**src/rtl/slab_hit_collector_pkg.sv**
```systemverilog
// Shared constants for the Ray-AABB slab-test back end: FloPoCo 11_4 field
// layout, default comparator latency and ray tag width, plus the collector FSM states.
package slab_hit_collector_pkg;

    localparam int FP_W            = 18;
    localparam int FP_EXC_HI       = 17;
    localparam int FP_EXC_LO       = 16;
    localparam logic [1:0] FP_EXC_NORMAL = 2'b01;
    localparam int FP_SIGN_BIT     = 15;

    // Matches the greater_than instance: FPSub pipeline plus its output register.
    localparam int DEF_CMP_LATENCY = 3;
    localparam int DEF_ID_W        = 8;

    typedef enum logic {
        IDLE,
        COLLECT
    } state_t;

endpackage

```
**src/rtl/slab_hit_collector_hit_fifo.sv**
```systemverilog
// First-word-fall-through FIFO holding {ray id, hit} verdicts; exposes its
// occupancy so the collector can run credit-based flow control.
module hit_fifo #(
    parameter int WIDTH = 9,
    parameter int DEPTH = 4
) (
    input  logic                     clk,
    input  logic                     rst,
    input  logic                     push,
    input  logic [WIDTH-1:0]         push_data,
    input  logic                     pop,
    output logic [WIDTH-1:0]         head,
    output logic                     valid,
    output logic [$clog2(DEPTH):0]   count
);

    localparam int PTR_W = $clog2(DEPTH);
    localparam logic [PTR_W:0] FULL = (PTR_W + 1)'(DEPTH);

    logic [WIDTH-1:0] mem [DEPTH];
    logic [PTR_W-1:0] rd_ptr;
    logic [PTR_W-1:0] wr_ptr;
    logic             do_push;
    logic             do_pop;

    // A push into a full FIFO is only accepted when the head leaves in the same cycle.
    assign valid   = (count != '0);
    assign do_pop  = pop && valid;
    assign do_push = push && ((count != FULL) || do_pop);
    assign head    = mem[rd_ptr];

    always_ff @(posedge clk) begin
        if (do_push) begin
            mem[wr_ptr] <= push_data;
        end
    end

    always_ff @(posedge clk or negedge rst) begin
        if (!rst) begin
            rd_ptr <= '0;
            wr_ptr <= '0;
            count  <= '0;
        end else begin
            if (do_push) begin
                wr_ptr <= wr_ptr + PTR_W'(1);
            end
            if (do_pop) begin
                rd_ptr <= rd_ptr + PTR_W'(1);
            end
            count <= count + (PTR_W + 1)'(do_push) - (PTR_W + 1)'(do_pop);
        end
    end

    overflow_check: assert property (@(posedge clk) disable iff (!rst)
        !(push && (count == FULL) && !pop));

endmodule

```
**src/rtl/slab_hit_collector.sv**
```systemverilog
// Aligns greater_than results with their issue tags, ORs the slab-overlap
// bits of each ray and queues one hit/miss verdict per ray under credit control.
module slab_hit_collector
    import slab_hit_collector_pkg::*;
#(
    parameter int CMP_LATENCY = DEF_CMP_LATENCY,
    parameter int NCMP        = 9,
    parameter int ID_W        = DEF_ID_W,
    parameter int FIFO_DEPTH  = 4
) (
    input  logic            clk,
    input  logic            rst,
    input  logic            cmp_issue,
    input  logic            cmp_first,
    input  logic [ID_W-1:0] ray_id,
    input  logic            greater,
    output logic            cmp_ready,
    output logic            hit_valid,
    output logic            hit,
    output logic [ID_W-1:0] hit_id,
    input  logic            hit_ready,
    output logic            err
);

    localparam int CNT_W = (NCMP > 1) ? $clog2(NCMP) : 1;
    localparam logic [CNT_W-1:0] LAST = CNT_W'(NCMP - 1);
    localparam int FC_W  = $clog2(FIFO_DEPTH) + 1;
    localparam int U_W   = FC_W + 2;

    logic [CMP_LATENCY-1:0] dl_issue;
    logic [CMP_LATENCY-1:0] dl_first;
    logic [ID_W-1:0]        dl_id [CMP_LATENCY];

    logic            a_issue;
    logic            a_first;
    logic [ID_W-1:0] a_id;

    state_t          state;
    logic [CNT_W-1:0] cnt;
    logic            acc;
    logic [ID_W-1:0] cur_id;
    logic            push_r;
    logic [ID_W:0]   push_data;

    logic            start;
    logic            pop;
    logic            fsm_push;
    logic            abandon;
    logic            err_event;
    logic [U_W-1:0]  inflight;
    logic [U_W-1:0]  inflight_next;
    logic [U_W-1:0]  used_next;
    logic [FC_W-1:0] fifo_count;
    logic [ID_W:0]   fifo_head;
    logic            fifo_valid;

    // Tag delay line: its tail lines up with the greater bit of the same compare.
    always_ff @(posedge clk or negedge rst) begin
        if (!rst) begin
            dl_issue <= '0;
            dl_first <= '0;
            for (int i = 0; i < CMP_LATENCY; i++) begin
                dl_id[i] <= '0;
            end
        end else begin
            dl_issue[0] <= cmp_issue;
            dl_first[0] <= cmp_first;
            dl_id[0]    <= ray_id;
            for (int i = 1; i < CMP_LATENCY; i++) begin
                dl_issue[i] <= dl_issue[i-1];
                dl_first[i] <= dl_first[i-1];
                dl_id[i]    <= dl_id[i-1];
            end
        end
    end

    assign a_issue = dl_issue[CMP_LATENCY-1];
    assign a_first = dl_first[CMP_LATENCY-1];
    assign a_id    = dl_id[CMP_LATENCY-1];

    assign start     = cmp_issue && cmp_first;
    assign pop       = fifo_valid && hit_ready;
    assign abandon   = a_issue && a_first && (state == COLLECT);
    assign fsm_push  = a_issue && ((a_first && (NCMP == 1)) ||
                                   (!a_first && (state == COLLECT) && (cnt == LAST)));
    assign err_event = (a_issue && !a_first && (state == IDLE)) || abandon ||
                       (start && !cmp_ready);

    // A verdict waiting in push_r still owns its FIFO slot, so it is counted as occupancy.
    always_comb begin
        inflight_next = inflight + U_W'(start) - U_W'(fsm_push) - U_W'(abandon);
        used_next     = U_W'(fifo_count) + U_W'(push_r) - U_W'(pop) +
                        U_W'(fsm_push) + inflight_next;
    end

    always_ff @(posedge clk or negedge rst) begin
        if (!rst) begin
            inflight  <= '0;
            cmp_ready <= 1'b0;
        end else begin
            inflight  <= inflight_next;
            cmp_ready <= (used_next < U_W'(FIFO_DEPTH));
        end
    end

    // Per-ray collection FSM; a first-flagged compare always (re)starts a ray.
    always_ff @(posedge clk or negedge rst) begin
        if (!rst) begin
            state     <= IDLE;
            cnt       <= '0;
            acc       <= 1'b0;
            cur_id    <= '0;
            push_r    <= 1'b0;
            push_data <= '0;
            err       <= 1'b0;
        end else begin
            push_r <= fsm_push;
            if (a_issue) begin
                if (a_first) begin
                    acc    <= greater;
                    cnt    <= CNT_W'(1);
                    cur_id <= a_id;
                    if (NCMP == 1) begin
                        push_data <= {a_id, !greater};
                        state     <= IDLE;
                    end else begin
                        state <= COLLECT;
                    end
                end else if (state == COLLECT) begin
                    acc <= acc | greater;
                    if (cnt == LAST) begin
                        push_data <= {cur_id, !(acc | greater)};
                        cnt       <= '0;
                        state     <= IDLE;
                    end else begin
                        cnt <= cnt + CNT_W'(1);
                    end
                end
            end
            if (err_event) begin
                err <= 1'b1;
            end
        end
    end

    hit_fifo #(
        .WIDTH (ID_W + 1),
        .DEPTH (FIFO_DEPTH)
    ) u_hit_fifo (
        .clk       (clk),
        .rst       (rst),
        .push      (push_r),
        .push_data (push_data),
        .pop       (pop),
        .head      (fifo_head),
        .valid     (fifo_valid),
        .count     (fifo_count)
    );

    // Storage is not reset, so the head is masked while the FIFO is empty.
    assign hit_valid = fifo_valid;
    assign hit       = fifo_valid ? fifo_head[0] : 1'b0;
    assign hit_id    = fifo_valid ? fifo_head[ID_W:1] : '0;

endmodule

```
**config.mk**
```make
export PLATFORM = sky130hd
export DESIGN_NAME = slab_hit_collector
export DESIGN_NICKNAME = d
export VERILOG_FILES = /design/src/rtl/slab_hit_collector_pkg.sv /design/src/rtl/slab_hit_collector_hit_fifo.sv /design/src/rtl/slab_hit_collector.sv
export SDC_FILE = /design/constraint.sdc
export NUM_CORES = 1
export LEC_CHECK = 0
export CORE_MARGIN = 2
export CORE_UTILIZATION = 40
export CTS_BUF_LIST = sky130_fd_sc_hd__clkbuf_2
export CTS_CLUSTER_SIZE = 24
export DETAILED_ROUTE_END_ITERATION = 12
export HOLD_SLACK_MARGIN = 0.05
export SYNTH_ARGS = -nofsm -noshare
export SYNTH_HDL_FRONTEND = slang
export SYNTH_SLANG_ARGS = --single-unit
```
**constraint.sdc**
```tcl
create_clock -name clk -period 8.2 [get_ports clk]
set_input_delay 1.23 -clock clk [delete_from_list [all_inputs] [get_ports clk]]
set_output_delay 1.23 -clock clk [all_outputs]
set_load 0.005 [all_outputs]
```
==> insert_results.sql, run 1 <==
INSERT INTO impl_metrics (metric_group, metric, value, unit) VALUES
('run_status', 'outcome', 'finished clean', ''),
('worst_setup_path', 'worst_setup_path_class', 'reg -> reg', ''),
('placement', 'place.gp.congestion', '0.678', ''),
('sta', 'hold_viol', '0', ''),
('die', 'chip_height', '107', 'um'),
('grt', 'track_usage', '11.6', '%'),
('placement', 'total_of_buffers_placed_on_input_and_output_ports', '25', ''),
('yosys', 'synth-main-ff-cell', 'dfrtp_1', ''),
('cts', 'tritoncts_clock_tree', 'yes', ''),
('sta', 'clock-skew-final', '0.0326', 'ns'),
('run', 'maxCapViolations', '0', ''),
('grt', 'largest_net_degree_at_the_start_of_global_routing', '69', ''),
('sta', 'fmax', '237', 'MHz'),
('sta', 'fin_tns_setup', '0', 'ns'),
('cts', 'cts.repair.resized', '0', ''),
('sta', 'max-slew-margin-rel', '42.5', '%'),
('die', 'dieArea', '11500', 'um2'),
('min_path', 'hold_path_startpoint', 'dl_id[15]', ''),
('worst_setup_path', 'critPathMaxFanout', '12', ''),
('cts', 'clockRootBuffer', 'clkbuf_2', ''),
('worst_setup_path', 'cp_cell_sequence', 'inv_1 > ha_1 > nand3b_4 > nor3_4 > fa_1 > ha_1 > inv_1 > ha_1 > xor2_1 > ha_1 > inv_1 > ha_1 > ha_1 > or3_1 > nor3_1 > a211oi_1 > mux2i_1', ''),
('power', 'power.density_cell_area', '326', 'nW/um2'),
('die', 'io-pin-count', '26', ''),
('worst_setup_path', 'worstSetupEndpointType', 'flop', ''),
('routing', 'met3WireLength', '175', 'um'),
('sta', 'min_period', '4.22', 'ns'),
('sta', 'tightest_slew', '0.862', 'ns'),
('sta', 'grt_setup_unrepaired', 'no', ''),
('yosys', 'synth_warnings', '0', ''),
('finish', 'antennaDiodeCount', '0', ''),
('worst_setup_path', 'timing.reg2reg.setup_slack', '3.98', 'ns'),
('sta', 'total_of_endpoints_with_negative_setup_slack_in_the_final_report', '0', ''),
('cts', 'cts-hold-fix-buffers', '0', ''),
('cts', 'insertion_delay', '0.54', 'ns'),
('yosys', 'netlist_instances', '270', ''),
('routing', 'route.layer.met1.wl', '2.67', 'mm'),
('routing', 'detail_route.drc_violations', '0', ''),
('routing', 'post_drt_via_cell_ratio', '4.59', ''),
('min_path', 'whs_endpoint', 'a_id[7]', ''),
('yosys', 'synth_cell_type_count', '46', ''),
('routing', 'topRoutingLayerUsed', 'met4', ''),
('cts', 'h-tree-depth', '3', ''),
('yosys', 'share_of_the_synthesized_area_in_the_top_cell_type', '39.9', '%'),
('min_path', 'hold-path-cell-count', '0', ''),
('worst_setup_path', 'r2r-start', 'cnt[0]', ''),
('cts', 'cts.repair_timing.setup_buffer_count', '0', ''),
('yosys', 'syn_nets', '309', ''),
('grt', 'via_count_of_the_first_global_routing_pass', '2127', ''),
('finish', 'drive_above_1_share', '16.4', '%'),
('worst_setup_path', 'crit_arrival', '4.69', 'ns'),
('finish', 'final_util', '45.8', '%'),
('power', 'worst_ir_drop_vdd', '0.110', 'mV'),
('routing', 'met2WireLength', '2.91', 'mm'),
('yosys', 'synth-seq-cells', '104', ''),
('power', 'power_leakage', '2.03', 'nW'),
('grt', 'grt_first_pass_wirelength', '10.1', 'mm'),
('sta', 'finalCritPeriodShare', '51.5', '%'),
('yosys', 'syn_area', '4260', 'um2'),
('grt', 'grt_remaining_overflow', '0', ''),
('routing', 'detail_route.wl_per_cell', '13.3', 'um'),
('yosys', 'seq_area_frac_synth', '65.3', '%'),
('routing', 'vias', '2024', ''),
('yosys', 'synth_common_cells', 'dfrtp_1 (68), edfxtp_1 (36), inv_1 (28), ha_1 (22), nand2_1 (15)', ''),
('finish', 'syn2layout_area_growth', '11.0', '%'),
('die', 'fp.dieW', '107', 'um'),
('sta', 'slew_violations', '0', ''),
('grt', 'grt_antenna_before_repair', '0', ''),
('worst_setup_path', 'reg2reg_depth', '17', ''),
('routing', 'drtPass1Iterations', '4', ''),
('worst_setup_path', 'r2r-end', 'cmp_ready', ''),
('cts', 'tritoncts_num_sinks', '104', '');
kinds of logic (layout without fill, tap and decap cells):
group	after synthesis	after routing	share of synthesized area, %
AO/OA/AOI/OAI	16	16	3.02
XOR/XNOR	13	13	2.85
adder cells (fa/ha/maj)	25	25	7.86
buffers and inverters	36	71	4.02
flip-flops	104	104	65.3
multiplexers	27	27	10.1
AND/OR/NAND/NOR	49	49	6.93
power by group:
group	internal [W]	total [W]	switching, W
clock network	0.0000473	0.000220	0.000173
logic	0.000342	0.000590	0.000248
registers	0.000639	0.000733	0.0000939
total	0.00103	0.00154	0.000514
state kept, by name, indices dropped and copies added (netlist names):
signal and cells:
acc 1, state 1, dl_first 3, u_hit_fifo.rd_ptr 2
dl_id 16, u_hit_fifo.wr_ptr 2, push_data 9, err 1
a_id 8, cmp_ready 1, cur_id 8, u_hit_fifo.mem 36
push_r 1, dl_issue 3, inflight 5, u_hit_fifo.count 3
cnt 4
routing by layer:
layer | track usage [%] | up-vias
li1 | - | 995
met1 | 15.0 | 997
met2 | 18.6 | 26
met3 | 2.24 | 6
met4 | 5.84 | 0
met5 | 0 | -
critical path: cells and delay by family (launching register included):
kind | cells | cell delay, ns
buffers and inverters | 3 | 0.17
multiplexers | 1 | 0.13
flip-flops | 1 | 0.47
AO/OA/AOI/OAI | 1 | 0.11
AND/OR/NAND/NOR | 4 | 1.25
XOR/XNOR | 1 | 0.19
adder cells (fa/ha/maj) | 7 | 1.84
per-stage QoR:
step / hold slack, ns / cells / cell area (um2) / power (W) / setup WS, ns
6_report: 0.386 / 441 / 4730 / 0.00154 / 3.98
3_3_place_gp: 0.332 / 425 / 4630 / 0.00132 / 3.63
5_1_grt: 0.399 / 441 / 4730 / 0.00168 / 3.59
2_1_floorplan: 0.331 / 270 / 4260 / 0.00118 / 4.25
3_5_place_dp: 0.335 / 425 / 4630 / 0.00135 / 3.55
4_1_cts: 0.390 / 441 / 4730 / 0.00157 / 3.89
layout make-up:
cell class                      instances  area (um2)
Tap cell                              136         170
Clock buffer                            9        45.0
Fill cell                             936        5590
Multi-Input combinational cell        130        1310
Clock inverter                          7        60.1
Sequential cell                       104        2780
Timing Repair Buffer                   26         253
Inverter                               29         111
cells in the final DEF (no fill, tap or decap), types with 3 or more instances in the layout:
| master | count |
|---|---|
| mux2_4 | 7 |
| xor2_1 | 4 |
| nor2_1 | 3 |
| edfxtp_1 | 36 |
| dfrtp_1 | 68 |
| inv_1 | 28 |
| clkdlybuf4s50_1 | 24 |
| mux4_2 | 9 |
| and3_1 | 3 |
| and2_1 | 13 |
| mux2_2 | 9 |
| ha_1 | 22 |
| clkbuf_2 | 9 |
| nand2_1 | 15 |
| inv_6 | 3 |
| o22ai_1 | 3 |
| fa_1 | 3 |
| xnor2_1 | 8 |
worst max-delay path by stage:
stage / from / end / cells past startpoint
after CTS: cnt[0] / cmp_ready / 17
after global routing: cnt[0] / cmp_ready / 17
after detailed placement: cmp_first / cmp_ready / 14
after floorplan: cmp_issue / cmp_ready / 14
after global placement: cmp_issue / cmp_ready / 15
final: cnt[0] / cmp_ready / 17
(Power assumes the default switching activity.)
==> run 2, diff against run 1 <==
==> constraint.sdc (replaced) <==
create_clock -name clk -period 3.4 [get_ports clk]
set_input_delay 0.51 -clock clk [delete_from_list [all_inputs] [get_ports clk]]
set_output_delay 0.51 -clock clk [all_outputs]
set_load 0.005 [all_outputs]
==> run 2 against run 1 <==
Critical path depth is the same. Sequential share of layout area shrank 3.3 points. Register-to-register slack lost 4.0 ns. Sequential cell count is the same. The flow now finishes with violations (setup timing). Sequential power grew 140%. Via count grew 3.7%. Largest cell class unchanged. Count of clock-buffer cells in the layout grew 1.
==> insert_results.sql, run 2 (same netlist as run 1, synthesis figures left out) <==
INSERT INTO impl_metrics (metric_group, metric, value, unit) VALUES
('cts', 'path_clk_slew', '0.30', 'ns'),
('worst_setup_path', 'critPathMaxFanout', '3', ''),
('die', 'io-pin-count', '26', ''),
('sta', 'final.setup.worst_slack', '-0.0546', 'ns'),
('worst_setup_path', 'crit_arrival', '3.90', 'ns'),
('worst_setup_path', 'worstSetupEndpointType', 'flop', ''),
('finish', 'syn2layout_area_growth', '17.6', '%'),
('worst_setup_path', 'cp_data_required_time', '3.84', 'ns'),
('grt', 'grt_antenna_before_repair', '0', ''),
('min_path', 'hold_path_class', 'in -> reg', ''),
('cts', 'insertion_delay', '0.54', 'ns'),
('die', 'design.core.area', '10300', 'um2'),
('worst_setup_path', 'critical_path.max_stage_delay', '0.48', 'ns'),
('worst_setup_path', 'cp_cell_sequence', 'inv_2 > ha_4 > nand3b_4 > nor3_4 > fa_2 > inv_2 > ha_4 > ha_4 > inv_2 > ha_4 > inv_2 > ha_4 > ha_1 > and3b_2 > o211a_1 > a211oi_2 > mux2i_1', ''),
('worst_setup_path', 'worst_path_most_repeated_cell', 'ha_4', ''),
('routing', 'routed_wirelength', '6.03', 'mm'),
('placement', 'placed_cells', '440', ''),
('finish', 'layout_top_registers', 'u_hit_fifo.mem (36), dl_id (16), push_data (9)', ''),
('worst_setup_path', 'cp.buffers_inverters', '4', ''),
('min_path', 'hold-path-cell-count', '1', ''),
('grt', 'track_usage', '11.9', '%'),
('worst_setup_path', 'r2r-end', 'cmp_ready', ''),
('run_status', 'outcome', 'complete, but fails checks', ''),
('sta', 'clock-skew-final', '0.0346', 'ns'),
('cts', 'tritoncts_num_sinks', '104', ''),
('cts', 'tritoncts_clock_tree', 'yes', ''),
('die', 'chip_height', '107', 'um'),
('die', 'placement_rows', '37', ''),
('power', 'power_leakage', '2.13', 'nW'),
('sta', 'finalCritPeriodShare', '102', '%'),
('grt', 'grt_remaining_overflow', '0', ''),
('finish', 'largest_register_ffs', '36', ''),
('cts', 'clockRootBuffer', 'clkbuf_2', ''),
('run', 'maxCapViolations', '0', ''),
('placement', 'dp_hpwl', '4.29', 'mm'),
('sta', 'tightest_slew', '0.800', 'ns'),
('run_status', 'violated_checks', 'setup timing', ''),
('cts', 'h-tree-depth', '3', ''),
('worst_setup_path', 'cpMaxStageDelayCell', 'fa_2', ''),
('finish', 'max_flop_register', 'u_hit_fifo.mem', ''),
('power', 'worst_ir_drop_vdd', '0.397', 'mV'),
('sta', 'fin_tns_setup', '-0.0546', 'ns'),
('finish', 'antennaDiodeCount', '0', ''),
('worst_setup_path', 'reg2reg_depth', '17', ''),
('finish', 'drive_above_1_share', '27.6', '%'),
('worst_setup_path', 'worst_setup_path_class', 'reg -> reg', ''),
('sta', 'fmax', '289', 'MHz'),
('cts', 'tritoncts.num_buffers', '9', ''),
('die', 'fp.dieW', '107', 'um'),
('die', 'floorplan.initialDensity', '41.3', '%'),
('finish', 'fillers', '882', ''),
('min_path', 'hold_path_startpoint', 'ray_id[2]', ''),
('routing', 'vias', '2098', ''),
('worst_setup_path', 'setup.worst_path.start_class', 'flop', ''),
('placement', 'total_of_buffers_placed_on_input_and_output_ports', '25', ''),
('worst_setup_path', 'critical_path.startpoint', 'cnt[0]', ''),
('finish', 'most-common-layout-cells', 'dfrtp_1 (68), edfxtp_1 (36), clkdlybuf4s50_1 (24), inv_1 (21), buf_4 (16)', ''),
('power', 'power.density_cell_area', '831', 'nW/um2'),
('sta', 'hold_viol', '0', ''),
('grt', 'via_count_of_the_first_global_routing_pass', '2144', ''),
('worst_setup_path', 'r2r-start', 'cnt[0]', ''),
('routing', 'detail_route.wl_per_cell', '13.1', 'um'),
('sta', 'slew_violations', '0', ''),
('finish', 'finish.net_count', '357', ''),
('finish', 'layout_commonest_cell', 'dfrtp_1', ''),
('cts', 'cts_buffer_depth', '2', ''),
('routing', 'dr.first_iter.drc_count', '50', ''),
('routing', 'drtPass1Iterations', '4', ''),
('placement', 'place.gp.congestion', '0.714', ''),
('die', 'dieArea', '11500', 'um2'),
('sta', 'total_of_endpoints_with_negative_setup_slack_in_the_final_report', '1', ''),
('sta', 'grt_setup_unrepaired', 'yes', ''),
('worst_setup_path', 'timing.reg2reg.setup_slack', '-0.05', 'ns'),
('grt', 'grt_first_pass_wirelength', '10.3', 'mm'),
('routing', 'detail_route.drc_violations', '0', ''),
('sta', 'max-slew-margin-rel', '46.7', '%'),
('min_path', 'whs_endpoint', 'dl_id[18]', ''),
('grt', 'largest_net_degree_at_the_start_of_global_routing', '38', ''),
('finish', 'fin_cells', '459', ''),
('routing', 'final_antenna_net_count', '0', ''),
('sta', 'min_period', '3.45', 'ns'),
('routing', 'post_drt_via_cell_ratio', '4.57', ''),
('worst_setup_path', 'critPathTopFamily', 'adder cells', '');
-- run 2: cell count changes in the layout (fill, tap and decap cells not counted), sizes merged --
cell,previous run,this run
clkinvlp,1,0
inv,34,33
clkinv,1,2
dlygate4sd3,0,1
buf,2,19
clkbuf,9,10
-- run 2: layout make-up --
type	count	area (um2)	area share (%)
multi-input cells	130	1440	28.7
clock buffers	10	50.0	0.998
inverters	29	111	2.22
well taps	136	170	3.39
clock inverters	6	57.6	1.15
repair buffers	44	407	8.11
flip-flops and latches	104	2780	55.5
-- run 2: worst max path at each step --
stage | end | slack, ns | cells after the start
floorplan | cmp_ready | -0.12 | 18
global placement | cmp_ready | -0.40 | 15
detailed placement | cmp_ready | -0.46 | 15
CTS | cmp_ready | -0.13 | 17
global route | cmp_ready | -0.21 | 17
finish | cmp_ready | -0.05 | 17
-- run 2: layer usage --
metal  global-route usage [%]  vias up  wire length (um)  part of all wire, %
met5                        0        -                 0                    0
met4                     4.17        0                44                 0.73
met3                     2.91        2               169                  2.8
met2                     19.0       28              3000                   50
met1                     15.8     1036              2820                   47
li1                         -     1032                 -                    -
-- run 2: worst reg2reg max path: cells and delay by family, from the launching register on --
kind / cells / cell delay, ns
AO/OA/AOI/OAI: 2 / 0.41
adder cells (fa/ha/maj): 7 / 1.61
multiplexers: 1 / 0.09
flip-flops: 1 / 0.46
AND/OR/NAND/NOR: 3 / 0.52
buffers and inverters: 4 / 0.28
-- run 2: repair_timing --
item / 4_1_cts / 5_1_grt
resized for setup: 13 / 0
buffers inserted: 1 / 1
pin swaps: 15 / 1
endpoints found under the setup margin: 1 / 1
hold buffers: 1 / 0
endpoints found under the hold margin: 31 / 0
-- run 2: power breakdown --
part | internal [W] | switching (W) | total [W] | leakage (nW)
Clock | 0.000120 | 0.000418 | 0.000539 | 0.0709
Combinational | 0.00112 | 0.000763 | 0.00188 | 0.909
Sequential | 0.00154 | 0.000205 | 0.00175 | 1.15
-- run 2: stage by stage --
step	instance area, um2	worst slack (ns)	util (%)	total power [W]	hold WS, ns
after floorplan	4340	-0.124	-	0.00300	0.214
after global placement	4830	-0.398	46.8	0.00350	0.331
after detailed placement	4830	-0.461	46.8	0.00356	0.335
after CTS	5010	-0.128	48.5	0.00425	0.289
after global routing	5020	-0.209	48.6	0.00454	0.278
final	5020	-0.0546	48.6	0.00417	0.368
==> run 3, diff against run 2 <==
--- a/config.mk
+++ b/config.mk
@@ -5,12 +5,14 @@
 export SDC_FILE = /design/constraint.sdc
 export NUM_CORES = 1
 export LEC_CHECK = 0
+export ABC_CLOCK_PERIOD_IN_PS = 3400
 export CORE_MARGIN = 2
 export CORE_UTILIZATION = 40
 export CTS_BUF_LIST = sky130_fd_sc_hd__clkbuf_2
 export CTS_CLUSTER_SIZE = 24
 export DETAILED_ROUTE_END_ITERATION = 12
 export HOLD_SLACK_MARGIN = 0.05
+export MAX_ROUTING_LAYER = met4
 export SYNTH_ARGS = -nofsm -noshare
 export SYNTH_HDL_FRONTEND = slang
 export SYNTH_SLANG_ARGS = --single-unit
==> run 3 against run 2 <==
The flow still finishes with violations (setup timing). Setup slack about the same. Sequential power is essentially flat. Critical path depth is the same. Sequential cell count unchanged. Global-route usage rose by 0.36 points. Utilization is the same. Largest cell class unchanged.
==> insert_results.sql, run 3 (same netlist as run 1, synthesis figures left out) <==
INSERT INTO impl_metrics (metric_group, metric, value, unit) VALUES
('cts', 'tritoncts_clock_tree', 'yes', ''),
('cts', 'h-tree-depth', '3', ''),
('worst_setup_path', 'cpMaxStageDelayCell', 'fa_2', ''),
('routing', 'final_antenna_net_count', '0', ''),
('die', 'floorplan.initialDensity', '41.3', '%'),
('min_path', 'hold_path_class', 'in -> reg', ''),
('die', 'dieArea', '11500', 'um2'),
('cts', 'cts_buffer_depth', '2', ''),
('finish', 'syn2layout_area_growth', '17.6', '%'),
('sta', 'max-slew-margin-rel', '46.7', '%'),
('worst_setup_path', 'r2r-start', 'cnt[0]', ''),
('worst_setup_path', 'worst_path_most_repeated_cell', 'ha_4', ''),
('sta', 'hold_viol', '0', ''),
('min_path', 'hold-path-cell-count', '1', ''),
('cts', 'tritoncts_num_sinks', '104', ''),
('grt', 'grt_remaining_overflow', '0', ''),
('placement', 'dp_slack', '-0.461', 'ns'),
('sta', 'fmax', '289', 'MHz'),
('sta', 'tightest_slew', '0.799', 'ns'),
('finish', 'finish.net_count', '357', ''),
('worst_setup_path', 'worst_setup_path_class', 'reg -> reg', ''),
('run', 'maxCapViolations', '0', ''),
('routing', 'detail_route.wl_per_cell', '13.2', 'um'),
('worst_setup_path', 'setup.worst_path.start_class', 'flop', ''),
('finish', 'most-common-layout-cells', 'dfrtp_1 (68), edfxtp_1 (36), clkdlybuf4s50_1 (24), inv_1 (21), buf_4 (16)', ''),
('finish', 'max_flop_register', 'u_hit_fifo.mem', ''),
('cts', 'path_clk_slew', '0.30', 'ns'),
('power', 'power_switching_share', '33.2', '%'),
('finish', 'layout_commonest_cell', 'dfrtp_1', ''),
('placement', 'total_of_buffers_placed_on_input_and_output_ports', '25', ''),
('grt', 'via_count_of_the_first_global_routing_pass', '2136', ''),
('sta', 'grt_setup_unrepaired', 'yes', ''),
('worst_setup_path', 'crit_arrival', '3.90', 'ns'),
('min_path', 'hold_path_startpoint', 'ray_id[0]', ''),
('min_path', 'whs_endpoint', 'dl_id[16]', ''),
('routing', 'post_drt_via_cell_ratio', '4.57', ''),
('die', 'chip_height', '107', 'um'),
('power', 'power.total', '0.00417', 'W'),
('die', 'design.core.area', '10300', 'um2'),
('power', 'internal_power', '0.00278', 'W'),
('die', 'fp.dieW', '107', 'um'),
('routing', 'routed_wirelength', '6.04', 'mm'),
('worst_setup_path', 'cp_cell_sequence', 'inv_2 > ha_4 > nand3b_4 > nor3_4 > fa_2 > inv_2 > ha_4 > ha_4 > inv_2 > ha_4 > inv_2 > ha_4 > ha_1 > and3b_2 > o211a_1 > a211oi_2 > mux2i_1', ''),
('finish', 'drive_above_1_share', '27.6', '%'),
('power', 'seqPwrFrac', '41.9', '%'),
('worst_setup_path', 'worstSetupEndpointType', 'flop', ''),
('power', 'net-switching-power', '0.00139', 'W'),
('sta', 'total_of_endpoints_with_negative_setup_slack_in_the_final_report', '1', ''),
('sta', 'clock-skew-final', '0.0346', 'ns'),
('placement', 'place.gp.congestion', '0.723', ''),
('placement', 'dp_hpwl', '4.29', 'mm'),
('power', 'power_leakage', '2.13', 'nW'),
('worst_setup_path', 'timing.reg2reg.setup_slack', '-0.05', 'ns'),
('sta', 'finalCritPeriodShare', '102', '%'),
('cts', 'insertion_delay', '0.54', 'ns'),
('cts', 'clockRootBuffer', 'clkbuf_2', ''),
('sta', 'final.setup.worst_slack', '-0.0543', 'ns'),
('worst_setup_path', 'cp_data_required_time', '3.84', 'ns'),
('grt', 'track_usage', '12.2', '%'),
('power', 'worst_ir_drop_vdd', '0.397', 'mV'),
('worst_setup_path', 'r2r-end', 'cmp_ready', ''),
('run_status', 'violated_checks', 'setup timing', ''),
('routing', 'detail_route.drc_violations', '0', ''),
('routing', 'dr.first_iter.drc_count', '57', ''),
('routing', 'vias', '2098', ''),
('power', 'p_comb_share', '45.2', '%'),
('die', 'io-pin-count', '26', ''),
('finish', 'layout_top_registers', 'u_hit_fifo.mem (36), dl_id (16), push_data (9)', ''),
('grt', 'grt_antenna_before_repair', '0', ''),
('worst_setup_path', 'critPathMaxFanout', '3', ''),
('grt', 'largest_net_degree_at_the_start_of_global_routing', '38', ''),
('power', 'power.density_cell_area', '831', 'nW/um2'),
('finish', 'antennaDiodeCount', '0', ''),
('worst_setup_path', 'reg2reg_depth', '17', ''),
('sta', 'min_period', '3.45', 'ns'),
('finish', 'largest_register_ffs', '36', ''),
('cts', 'tritoncts.num_buffers', '9', ''),
('sta', 'slew_violations', '0', ''),
('worst_setup_path', 'critical_path.max_stage_delay', '0.48', 'ns'),
('routing', 'drtPass1Iterations', '4', ''),
('grt', 'grt_first_pass_wirelength', '10.3', 'mm'),
('die', 'placement_rows', '37', ''),
('run_status', 'outcome', 'complete, but fails checks', ''),
('power', 'clockPowerShare', '12.9', '%');
run 3: worst max path at each step:
stage / slack [ns] / cells after the start / end / startpoint
2_1_floorplan: -0.12 / 18 / cmp_ready / cnt[0]
3_3_place_gp: -0.40 / 15 / cmp_ready / cmp_issue
3_5_place_dp: -0.46 / 15 / cmp_ready / cmp_first
4_1_cts: -0.13 / 17 / cmp_ready / cnt[0]
5_1_grt: -0.21 / 17 / cmp_ready / cnt[0]
6_report: -0.05 / 17 / cmp_ready / cnt[0]
run 3: per-layer routing:
| layer | part of all wire (%) | track usage (%) |
|---|---|---|
| met1 | 47 | 16.0 |
| met2 | 50 | 18.9 |
| met3 | 2.6 | 2.91 |
| met4 | 0.73 | 4.17 |
| met5 | 0 | - |
run 3: stage by stage:
stage | util (%) | hold slack [ns] | setup TNS, ns | cells | area (um2)
floorplan | - | 0.214 | -0.124 | 270 | 4340
global placement | 46.8 | 0.331 | -0.398 | 440 | 4830
detailed placement | 46.8 | 0.335 | -0.461 | 440 | 4830
CTS | 48.5 | 0.289 | -0.128 | 458 | 5010
global route | 48.6 | 0.278 | -0.209 | 459 | 5020
finish | 48.6 | 0.366 | -0.0543 | 459 | 5020
run 3: cell type report:
type	count	area [um2]
clock buffer	10	50.0
clock inverter	6	57.6
fill	882	5310
inverter	29	111
multi-input combinational	130	1440
sequential	104	2780
tap	136	170
timing repair buffer	44	407
run 3: worst max-delay path: cells and delay by family (launching register included):
family                   cells  cell delay, ns
adder cells (fa/ha/maj)      7            1.61
multiplexers                 1            0.09
buffers and inverters        4            0.28
AND/OR/NAND/NOR              3            0.51
AO/OA/AOI/OAI                2            0.41
flip-flops                   1            0.46
run 3: power groups by stage:
stage	Clock, W	Sequential, W	Combinational, W
after floorplan	0	0.00168	0.00131
after global placement	0	0.00177	0.00173
after detailed placement	0	0.00178	0.00178
after CTS	0.000564	0.00176	0.00192
after global routing	0.000619	0.00180	0.00213
final	0.000538	0.00175	0.00188
run 3: what timing repair did:
item                                    CTS  global route
endpoints found under the hold margin    31             0
endpoints found under the setup margin    1             1
setup buffers                             1             1
hold buffers                              1             0
pin swaps                                15             1
gates resized for setup                  13             0
